[src/rtl/vga_timing_gen.sv]
// VGA raster timing: pixel clock enable, h/v counters, sync/blank flags
// and a short delay line that aligns control with the registered RGB path.
module vga_timing_gen #(
  parameter int H_ACTIVE   = 640,
  parameter int H_FP       = 16,
  parameter int H_SYNC     = 96,
  parameter int H_BP       = 48,
  parameter int V_ACTIVE   = 480,
  parameter int V_FP       = 10,
  parameter int V_SYNC     = 2,
  parameter int V_BP       = 33,
  parameter int CLK_DIV    = 2,
  parameter int PIPE_DELAY = 1
) (
  input  logic       clk,
  input  logic       rst_n,
  output logic [9:0] x,
  output logic [9:0] y,
  output logic       pix_ce,
  output logic       vga_clk,
  output logic       hsync,
  output logic       vsync,
  output logic       video_on,
  output logic       frame_start,
  output logic       hsync_d,
  output logic       vsync_d,
  output logic       blank_n_d
);

  localparam int H_TOTAL = H_ACTIVE + H_FP + H_SYNC + H_BP;
  localparam int V_TOTAL = V_ACTIVE + V_FP + V_SYNC + V_BP;

  localparam logic [9:0] H_LAST   = 10'(H_TOTAL - 1);
  localparam logic [9:0] V_LAST   = 10'(V_TOTAL - 1);
  localparam logic [9:0] H_ACT    = 10'(H_ACTIVE);
  localparam logic [9:0] V_ACT    = 10'(V_ACTIVE);
  localparam logic [9:0] HS_START = 10'(H_ACTIVE + H_FP);
  localparam logic [9:0] HS_END   = 10'(H_ACTIVE + H_FP + H_SYNC);
  localparam logic [9:0] VS_START = 10'(V_ACTIVE + V_FP);
  localparam logic [9:0] VS_END   = 10'(V_ACTIVE + V_FP + V_SYNC);

  localparam logic [2:0] DIV_MAX  = 3'(CLK_DIV - 1);
  localparam logic [2:0] DIV_HALF = 3'(CLK_DIV / 2);
  localparam logic       DIV_GT1  = (CLK_DIV > 1);

  logic [2:0] div_q, div_d;
  logic [9:0] h_q, h_d;
  logic [9:0] v_q, v_d;
  logic       pix_ce_q;
  logic       vga_clk_q;
  logic       hs_q;
  logic       vs_q;
  logic       von_q;
  logic       fs_q;
  logic       wrap;

  always_comb begin
    div_d = (div_q == DIV_MAX) ? 3'd0 : div_q + 3'd1;
    h_d   = h_q;
    v_d   = v_q;
    if (pix_ce_q) begin
      if (h_q == H_LAST) begin
        h_d = 10'd0;
        v_d = (v_q == V_LAST) ? 10'd0 : v_q + 10'd1;
      end else begin
        h_d = h_q + 10'd1;
      end
    end
  end

  assign wrap = pix_ce_q && (h_q == H_LAST) && (v_q == V_LAST);

  // Flags decode the next counter values so they land aligned with x/y.
  always_ff @(posedge clk or negedge rst_n) begin
    if (!rst_n) begin
      div_q     <= 3'd0;
      pix_ce_q  <= 1'b0;
      vga_clk_q <= 1'b0;
      h_q       <= 10'd0;
      v_q       <= 10'd0;
      hs_q      <= 1'b1;
      vs_q      <= 1'b1;
      von_q     <= 1'b0;
      fs_q      <= 1'b0;
    end else begin
      div_q     <= div_d;
      pix_ce_q  <= (div_d == DIV_MAX);
      vga_clk_q <= DIV_GT1 && (div_d >= DIV_HALF);
      h_q       <= h_d;
      v_q       <= v_d;
      fs_q      <= wrap;
      if (pix_ce_q) begin
        hs_q  <= !((h_d >= HS_START) && (h_d < HS_END));
        vs_q  <= !((v_d >= VS_START) && (v_d < VS_END));
        von_q <= (h_d < H_ACT) && (v_d < V_ACT);
      end
    end
  end

  assign x           = h_q;
  assign y           = v_q;
  assign pix_ce      = pix_ce_q;
  assign vga_clk     = vga_clk_q;
  assign hsync       = hs_q;
  assign vsync       = vs_q;
  assign video_on    = von_q;
  assign frame_start = fs_q;

  generate
    if (PIPE_DELAY == 0) begin : g_wire
      assign hsync_d   = hs_q;
      assign vsync_d   = vs_q;
      assign blank_n_d = von_q;
    end else begin : g_pipe
      logic [2:0] sr_q [PIPE_DELAY];

      always_ff @(posedge clk or negedge rst_n) begin
        if (!rst_n) begin
          for (int i = 0; i < PIPE_DELAY; i++)
            sr_q[i] <= 3'b110;
        end else begin
          sr_q[0] <= {hs_q, vs_q, von_q};
          for (int i = 1; i < PIPE_DELAY; i++)
            sr_q[i] <= sr_q[i-1];
        end
      end

      assign {hsync_d, vsync_d, blank_n_d} = sr_q[PIPE_DELAY-1];
    end
  endgenerate

endmodule
[config.mk]
export PLATFORM = sky130hd
export DESIGN_NAME = vga_timing_gen
export DESIGN_NICKNAME = d
export VERILOG_FILES = /design/src/rtl/vga_timing_gen.sv
export SDC_FILE = /design/constraint.sdc
export NUM_CORES = 1
export LEC_CHECK = 0
export ABC_AREA = 1
export BUFFER_PORTS_ARGS = -buffer_cell sky130_fd_sc_hd__buf_4
export CAP_MARGIN = 0
export CORE_MARGIN = 2
export CORE_UTILIZATION = 52
export CTS_BUF_LIST = sky130_fd_sc_hd__clkbuf_8
export DETAILED_ROUTE_END_ITERATION = 7
export PLACE_DENSITY_LB_ADDON = 0.25
export SLEW_MARGIN = 5
export SYNTH_ARGS = -nofsm -noshare
export SYNTH_HDL_FRONTEND = slang
export SYNTH_SLANG_ARGS = --single-unit
[constraint.sdc]
create_clock -name clk -period 1.44 [get_ports clk]
set_input_delay 0.072 -clock clk [delete_from_list [all_inputs] [get_ports clk]]
set_output_delay 0.072 -clock clk [all_outputs]
set_load 0.03 [all_outputs]
==> results.md <==
- Sw frac: 0.2102
- Commonest non-fill, non-tap cell in the layout: buf_4
- Routed wl met2: 2.442 mm
- First-pass GRT wire length: around 6.7 mm
- Capture point of the worst path: vsync$_DFFE_PN1P_
- ANT cells: 0
- TNS Setup: -1687 ps
- Cell count after synthesis: 212
- CP bufs+invs: 2
- Worst R2R Setup Slack: -310 ps
- Largest cells by area after synthesis: dfrtp_1, nand2_1, inv_1
- # DRC: 0
- Syn nets: 217
- Reg clk slew, reported paths: 70 ps
- Top FF cell, synth: dfrtp_1
- RSZ-0062 raised after global routing: yes
- Final setup vio count: 13
- Largest area contributor in the netlist: dfrtp_1
- Drt pass-1 iters: 4
- Cell area after layout: 0.002601 mm2
- Fmax: 573.0 MHz
- Most frequent cells in the layout: buf_4, nand2_1, inv_1
- NetSw: ~0.34 mW
- CTS root buffer: clkbuf_8
- Worst vdd ir: 0.5483 mV
- Sequential element share of the synthesized area: 0.4735
- Post-DP HPWL: a little under 3 mm
- CP top delay family: simple AND/OR/NAND/NOR gates
- Final Hold Viols: 0
- Largest net degree at the start of global routing: 33
- Grt total ovfl: 0
- Crit path depth: 12
- Cell Area, Synth: 0.001702 mm2
- # nets final: around 300
- Die ar.: 0.003746 mm2
- Area Overhead vs Synth: 52.87%
- Via density: 5.141
- Flop pwr share: 0.556
- Ys async rst share: 1.000
- Total CTS buffers: 5
- RR Endpoint: vsync$_DFFE_PN1P_
- Cell mode on critical path: nor2_1
- Failing checks: negative setup slack
- Clock buffer depth: 2
- CP Capture Type: register
- HP Class: in2async
- Worst path cell trace: ha_4 -> nand2_4 -> nor2_8 -> nand3_4 -> buf_4 -> buf_6 -> nand2_2 -> o21a_1 -> nor2_1 -> nand2_1 -> nor2_1 -> nor2_1
- CP arrival: 1960 ps
- Synth Register Bits: 32
- I/O pins: 31
- RR Startpoint: x[1]$_DFF_PN0_
- Period minus WS final: 1745 ps
- Initial DRC count: between 100 and 150
- Routed WL per cell: 13.98 um
- Syn avg cell area: 8.027 um2
- Final Util: 0.8451
- Synth warnings: 0
- Routed vias: 1,753
- Max Slew Vio Count: 0
- Startpoint type of the worst setup path: register
- Initial core utilization: 0.5528
- Clock sinks: 32
- Status: finished, violations left
- Share of layout cells above drive strength 1: 0.5051
- CTS tree: built
- Max incr delay on CP: roughly 420 ps
- IO buf count: 30
- Initial antenna violation count: 0
- Final Skew: 9.266 ps
- Comb pwr share: 0.013
- Met3 WL: 317 um
- Wl on met1: approximately 1.8 mm
- Clock Power Share: 0.432
- Routed WL: 4.767 mm
- Final worst slack: -305.2 ps
- Critical path required time: 1650 ps
- Slew @ Worst Pin: 397.3 ps
- Max-Cap Viols: 0
- Routability cong.: 0.9450
- Netlist cell types: 29
- Layout fillers: 164
- Clk Latency, worst-skew pair: 290 ps
- H-tree Lvls: 2
- Leak pwr: 1.313 nW
- Row cnt: 20
- Core area: 0.003078 mm2
- Post-route clock period utilization: 1.212
- Place WS: -232.5 ps
- Critical path class: reg2reg
- Vias in the first global route: 1,544
- Antenna viol nets, final: 0
- Max Used Layer: met4
- Die Height: 61.21 um
- Max transition margin: 0.7352
- EDFF count, synth: 0
- PD cells: 622.1 mW/mm2
- Die Width: 61.21 um
- CP Launch Point: x[1]$_DFF_PN0_
- GRT Total Usage: 0.2523
- Register-to-Register Path Depth: 12
- CP max FO: 7
- P_int: around 1.3 mW
- Worst path slowest cell: dfrtp_2
- Placed Area: 0.002320 mm2
- Area share of the largest cell type after synthesis: 0.4118
- Tot Pwr: 1.618 mW
[layer usage]
layer / GRT usage / vias up
met3: 0.06303 / 20
met2: 0.4407 / 87
met4: 0.09938 / 0
met1: 0.2969 / 809
li1: - / 837
met5: 0 / -
[final cells by class]
type,count,area [um2],area share
multi-input combinational,138,867.1,0.3333
sequential,32,822.0,0.3160
timing repair buffer,79,614.3,0.2362
inverter,40,152.6,0.05868
clock buffer,6,82.58,0.03175
tap,44,55.05,0.02116
clock inverter,2,7.507,0.002886
[worst reg2reg max path: stages (launching register included)]
cell and delay, ps:
dfrtp_2 420, ha_4 170, nand2_4 80, nor2_8 50, nand3_4 170, buf_4 140
buf_6 90, nand2_2 30, o21a_1 120, nor2_1 110, nand2_1 60, nor2_1 160
nor2_1 70
[per-stage QoR]
stage	hold WS (ps)	instances
6_report	259.1	341
5_1_grt	299.3	341
4_1_cts	271.9	337
3_5_place_dp	28.55	323
3_3_place_gp	28.16	323
2_1_floorplan	-223.6	212
[worst min-delay path by stage]
stage                      from  cells after the start  slack [ps]                    end
after CTS                 rst_n                      2         270         y[3]$_DFF_PN0_
after global placement    rst_n                      1          30     div_q[0]$_DFF_PN0_
final                     rst_n                      2         260         y[2]$_DFF_PN0_
after detailed placement  rst_n                      1          30     div_q[1]$_DFF_PN0_
after global routing      rst_n                      2         300  frame_start$_DFF_PN0_
after floorplan           rst_n                      0        -220     div_q[0]$_DFF_PN0_
[flip-flops by register name, summed over array words and instances (netlist names)]
signal / count
x: 10
div_q: 3
hsync: 1
g_pipe.sr_q: 3
vsync: 1
y: 10
pix_ce: 1
video_on: 1
frame_start: 1
vga_clk: 1
[kinds of logic (layout without fill, tap and decap cells)]
group,count (synthesis),in the layout,synth area share
compound gates,15,15,0.05221
simple gates,113,114,0.3199
fa+ha+maj,3,3,0.02206
xor+xnor,6,6,0.03088
flops,32,32,0.4735
buf+inv,43,127,0.1015
[synthesized netlist by cell type (3+ instances only)]
| cell | count |
|---|---|
| dfstp_2 | 4 |
| nor2_1 | 26 |
| nand2_1 | 44 |
| nor2_2 | 4 |
| nand4_1 | 6 |
| xnor2_1 | 4 |
| a21oi_1 | 3 |
| dfrtp_1 | 28 |
| inv_2 | 5 |
| inv_1 | 35 |
| ha_1 | 3 |
| nand3_1 | 23 |
| o21ai_0 | 6 |
[timing repair]
item                                    4_1_cts  5_1_grt
pin swaps                                    17        9
buffers inserted                              5        7
cloned                                        1        0
hold buffers                                  1        0
gates resized for setup                      18       20
endpoints found under the hold margin        28        0
endpoints found under the setup margin       13       13
[power by group through the flow]
stage / Clock (mW) / Sequential [mW] / Combinational [mW]
after floorplan: 0 / 0.916 / 0.000000500
after global routing: 0.743 / 0.899 / 0.0246
final: 0.699 / 0.899 / 0.0204
after detailed placement: 0 / 0.916 / 0.0196
after CTS: 0.706 / 0.899 / 0.0216
after global placement: 0 / 0.916 / 0.0196
Note: power is estimated with default switching activity, not from simulation.
